<file path="src/rtl/apb4_completer_mem.sv">
// APB4 completer with a word-addressed register memory.
// Byte-lane writes, fixed wait states, PSLVERR on bad addresses.
module apb4_completer_mem #(
   parameter  int DATA_WIDTH  = 32,
   parameter  int ADDR_WIDTH  = 32,
   parameter  int MEM_DEPTH   = 64,
   parameter  int WAIT_STATES = 0,
   localparam int STRB_WIDTH  = DATA_WIDTH / 8
) (
   input  logic                  PCLK,
   input  logic                  PRESET,
   input  logic                  PSEL,
   input  logic                  PENABLE,
   input  logic                  PWRITE,
   input  logic [ADDR_WIDTH-1:0] PADDR,
   input  logic [DATA_WIDTH-1:0] PWDATA,
   input  logic [STRB_WIDTH-1:0] PSTRB,
   output logic                  PREADY,
   output logic [DATA_WIDTH-1:0] PRDATA,
   output logic                  PSLVERR
);

   localparam int IW = ADDR_WIDTH - 3;
   localparam int MW = (MEM_DEPTH > 1) ? $clog2(MEM_DEPTH) : 1;
   localparam logic [3:0] CNT_LOAD = 4'(WAIT_STATES);

   typedef enum logic {IDLE, ACCESS} state_t;

   state_t                state_q, state_d;
   logic [3:0]            cnt_q, cnt_d;
   logic                  pready_q, pready_d;
   logic [DATA_WIDTH-1:0] prdata_q, prdata_d;
   logic                  pslverr_q, pslverr_d;
   logic [MW-1:0]         idx_q, idx_d;
   logic                  err_q, err_d;
   logic                  wr_q, wr_d;
   logic                  mem_we;
   logic [DATA_WIDTH-1:0] mem_q [MEM_DEPTH];

   // The MSB is the bridge's slave-select bit, not part of our decode.
   logic          unused_sel;
   logic [IW-1:0] a_word;
   logic [MW-1:0] a_idx;
   logic          a_err;

   assign unused_sel = PADDR[ADDR_WIDTH-1];
   assign a_word     = PADDR[ADDR_WIDTH-2:2];
   assign a_idx      = a_word[MW-1:0];
   assign a_err      = (PADDR[1:0] != 2'b00) || (a_word >= IW'(MEM_DEPTH));

   always_comb begin
      state_d   = state_q;
      cnt_d     = cnt_q;
      pready_d  = pready_q;
      prdata_d  = prdata_q;
      pslverr_d = pslverr_q;
      idx_d     = idx_q;
      err_d     = err_q;
      wr_d      = wr_q;
      mem_we    = 1'b0;
      unique case (state_q)
         IDLE: begin
            if (PSEL && !PENABLE) begin
               state_d = ACCESS;
               cnt_d   = CNT_LOAD;
               idx_d   = a_idx;
               err_d   = a_err;
               wr_d    = PWRITE;
               if (WAIT_STATES == 0) begin
                  pready_d  = 1'b1;
                  pslverr_d = a_err;
                  prdata_d  = (PWRITE || a_err) ? '0 : mem_q[a_idx];
               end
            end
         end
         ACCESS: begin
            if (!PSEL) begin
               state_d   = IDLE;
               cnt_d     = '0;
               pready_d  = 1'b0;
               prdata_d  = '0;
               pslverr_d = 1'b0;
            end else if (pready_q) begin
               if (PENABLE) begin
                  mem_we    = wr_q && !err_q;
                  state_d   = IDLE;
                  pready_d  = 1'b0;
                  prdata_d  = '0;
                  pslverr_d = 1'b0;
               end
            end else if (cnt_q != 4'd0) begin
               cnt_d = cnt_q - 4'd1;
               if (cnt_q == 4'd1) begin
                  pready_d  = 1'b1;
                  pslverr_d = err_q;
                  prdata_d  = (wr_q || err_q) ? '0 : mem_q[idx_q];
               end
            end
         end
         default: state_d = IDLE;
      endcase
   end

   always_ff @(posedge PCLK or posedge PRESET) begin
      if (PRESET) begin
         state_q   <= IDLE;
         cnt_q     <= '0;
         pready_q  <= 1'b0;
         prdata_q  <= '0;
         pslverr_q <= 1'b0;
         idx_q     <= '0;
         err_q     <= 1'b0;
         wr_q      <= 1'b0;
         for (int w = 0; w < MEM_DEPTH; w++) mem_q[w] <= '0;
      end else begin
         state_q   <= state_d;
         cnt_q     <= cnt_d;
         pready_q  <= pready_d;
         prdata_q  <= prdata_d;
         pslverr_q <= pslverr_d;
         idx_q     <= idx_d;
         err_q     <= err_d;
         wr_q      <= wr_d;
         if (mem_we) begin
            for (int i = 0; i < STRB_WIDTH; i++) begin
               if (PSTRB[i]) mem_q[idx_q][8*i +: 8] <= PWDATA[8*i +: 8];
            end
         end
      end
   end

   assign PREADY  = pready_q;
   assign PRDATA  = prdata_q;
   assign PSLVERR = pslverr_q;

endmodule

</file>
<file path="config.mk">
export PLATFORM = sky130hd
export DESIGN_NAME = apb4_completer_mem
export DESIGN_NICKNAME = d
export VERILOG_FILES = /design/src/rtl/apb4_completer_mem.sv
export SDC_FILE = /design/constraint.sdc
export NUM_CORES = 2
export LEC_CHECK = 0
export CORE_MARGIN = 2
export CORE_UTILIZATION = 45
export DETAILED_ROUTE_END_ITERATION = 10
export HOLD_SLACK_MARGIN = 0.12
export PLACE_DENSITY_LB_ADDON = 0.1
export REMOVE_ABC_BUFFERS = 1
export SKIP_LAST_GASP = 1
export SYNTH_ARGS = -nofsm -noshare
export SYNTH_HDL_FRONTEND = slang
export SYNTH_SLANG_ARGS = --single-unit
export TNS_END_PERCENT = 5
</file>
<file path="constraint.sdc">
create_clock -name PCLK -period 100.3 [get_ports PCLK]
set_input_delay 20.06 -clock PCLK [delete_from_list [all_inputs] [get_ports PCLK]]
set_output_delay 20.06 -clock PCLK [all_outputs]
set_load 0.02 [all_outputs]
</file>
==> impl_metrics.tcl <==
set metrics [dict create \
    setup_ws_ns 74.36 \
    power_density_nw_per_um2 16.5 \
    syn_inst 8018 \
    clk_pin_slew_ns 0.06 \
    layout_min_cycle_time_ns 25.94 \
    ctsHoldBuffers 0 \
    post-cts-setup-buffer-count 0 \
    htreeDepth 4 \
    finalCritPeriodShare_pct 25.9 \
    crit_fanout 156 \
    worstSetupEndpointType "async pin" \
    reg2reg_from "idx_q[2]" \
    dieWidth_um 495 \
    drtIter0Drc 9587 \
    tns_ns 0 \
    dr.pass1.iters 8 \
    timing.critical_path.buf_inv 9 \
    holdWs_ns 0.514 \
    outcome "finished with violations" \
    synthArstFlopShare_pct 100 \
    synth_top_flop_cell "dfrtp_1" \
    grt_max_degree 163 \
    fillers 21000 \
    grt.overflow.total 0 \
    drcViolationCount 0 \
    report.final.slew_viol_count 5 \
    dp_hpwl_um 280000 \
    skew_ns 0.0387 \
    hp-class "flip-flop to flip-flop" \
    synth_top_cell_by_area "dfrtp_1" \
    rsz0062_at_grt "false" \
    worst_pin_slew_ns 1.55 \
    cts_buffer_depth 3 \
    die_area_um2 245000 \
    synth_edf_count 0 \
    die_y_um 495 \
    yosys.area.top_type_share_pct 48.3 \
    setup.worst_path.start "PRESET" \
    num_rows 180 \
    antenna_found_initial 27 \
    cts_tree "yes" \
    worstHoldStart "mem_q[869]" \
    cpMostUsedCell "buf_4" \
    ant_nets 0 \
    p_sw_share_pct 28.0 \
    crit_family "buffers and inverters" \
    internal_power_mw 1.44 \
    cts-buffers-inserted 235 \
    p_leak_nw 53.0 \
    drt-total-wl_um 448000 \
    grt_pass1_vias 79100 \
    start_util_pct 45.2 \
    place_ws_ns 73.20 \
    crit_path_start_kind "primary input" \
    grt_first_pass_wirelength_um 631000 \
    nets 7954 \
    path_cells "clkdlybuf4s50_1 > inv_8 > buf_4 > buf_4 > buf_4 > buf_4 > buf_12 > buf_4 > buf_4" \
    grt_usage_pct 36.3 \
    power_frac_seq_pct 42.8 \
    cts_sinks 2095 \
    area_delta_synth_final_pct 11.1 \
    cap_violations 1 \
    ys_types 73 \
    clock_power_share_pct 46.4 \
    required_ns 101.19 \
    power_switching_mw 0.558 \
    place_congestion 0.903 \
    io_buffers 105 \
    core_area_um2 240000 \
    clockRootBuffer "clkbuf_16" \
    syn-cell-area_um2 108000 \
    ys_seq_area_share_pct 48.3 \
    finalPower_mw 1.99 \
    io-pin-count 107 \
    violations "capacitance limit, slew limit" \
    ir_drop_v 0.0000143 \
    crit_type "primary input to async pin" \
    relSlewSlack_pct -3.88 \
    critPathSlowestCell "buf_4" \
    synth-seq-cells 2095 \
    ys.warnings.count 0 \
    clk_latency_ns 0.90 \
    placedCellCount 10800 \
    via_per_inst 7.04 \
    cts_resized 0 \
    combPwrFrac_pct 10.8 \
    synth.avg_cell_area_um2 13.5 \
    setup_viol 0 \
    wire_per_inst_um 39.7 \
    hold_violations 0 \
    dr_total_vias 79400 \
    synth_area_leaders "dfrtp_1 48%, mux2_2 21%, mux4_2 10%" \
    final_cells 11300 \
    fmax_mhz 38.5 \
    critPathArrivalTime_ns 26.83 \
    drive_gt1_share_pct 42.8 \
    slowest_delay_ns 0.91 \
]
## power by group through the flow
stage	logic (mW)	clock network (mW)	registers, mW
floorplan	0.0683	0	0.873
global placement	0.207	0	0.868
detailed placement	0.207	0	0.869
CTS	0.208	0.934	0.853
global route	0.214	0.973	0.853
finish	0.216	0.926	0.854
## per-stage QoR
stage	cell area, µm²	util [%]
2_1_floorplan	105000	-
3_3_place_gp	112000	46.8
3_5_place_dp	112000	46.8
4_1_cts	121000	50.2
5_1_grt	121000	50.2
6_report	121000	50.2
## synthesized netlist by cell type, drive strengths merged (8+ instances only)
cell type and instances:
nand2b 8, a2111oi 11, a22oi 700, nand2 267, o21ai 73, mux2i 211
nand4 38, nor2 333, nor3 30, and3 18, o22ai 43, clkbuf 381
o211ai 14, and2 11, dfrtp 2095, a32oi 13, a221o 22, mux2 2077
nor2b 15, a221oi 142, o2bb2ai 8, mux4 500, a31oi 116, nand3 45
a21oi 114, inv 14, a41oi 75, a211oi 12, o31ai 10, buf 335
o221ai 25, a22o 121, a311oi 9, nor4 36
## per-layer routing
layer | up-vias | global-route usage [%] | share of wire [%]
met5 | - | 0.411 | 0.044
met4 | 10 | 21.1 | 6.8
met3 | 1170 | 10.4 | 11
met2 | 4745 | 52.0 | 43
met1 | 42400 | 49.1 | 40
li1 | 31100 | - | -
## state kept, by name (all words and copies together), names as in the netlist
register	flops
PREADY	1
mem_q	2048
err_q	1
state_q	1
PRDATA	32
wr_q	1
idx_q	6
PSLVERR	1
cnt_q	4
## layout make-up
cell class              count  area [µm²]  area share, %
flip-flops and latches   2095       52400           43.5
inverters                  18        83.8         0.0695
clock inverters            86        1160          0.963
multi-input cells        5189       52900           43.9
well taps                3185        3990           3.31
diodes                     15        37.5         0.0311
clock buffers             353        7090           5.88
repair buffers            339        2840           2.35
## logic make-up (layout without fill, tap and decap cells)
kind of cell	Yosys count	in the layout	share of synthesized area (%)
adder cells (fa/ha/maj)	3	3	0.0346
flip-flops	2095	2095	48.3
multiplexers	2788	2788	33.9
buffers and inverters	734	796	3.07
AO/OA/AOI/OAI	1564	1564	10.8
AND/OR/NAND/NOR	834	834	3.85
other	0	15	0
## path summary, 6_finish.rpt
kind | endpoint | slack, ns | cells after the start
min in group asynchronous | mem_q[841] | 19.73 | 2
max in group PCLK | PRDATA[20] | 75.33 | 12
worst min-delay path | mem_q[869] | 0.51 | 1
worst min register to register | mem_q[869] | 0.51 | 1
worst max register to register | mem_q[850] | 94.05 | 7
worst max-delay path | mem_q[739] | 74.36 | 9
## cells in the final DEF, fill, tap and decap left out, drive strengths merged, types with 22 or more instances in the layout
cell type      count
bufinv            27
buf              271
nand3             45
nand2            267
mux2            2077
a22o             121
o221ai            25
clkbuf           354
a31oi            116
o22ai             43
a21oi            114
a221oi           142
nor2             333
a22oi            700
dfrtp           2095
clkinv            51
mux2i            211
a41oi             75
nor4              36
a221o             22
o21ai             73
mux4             500
clkdlybuf4s50     67
nand4             38
nor3              30
Power figures use the tool's default switching activity.
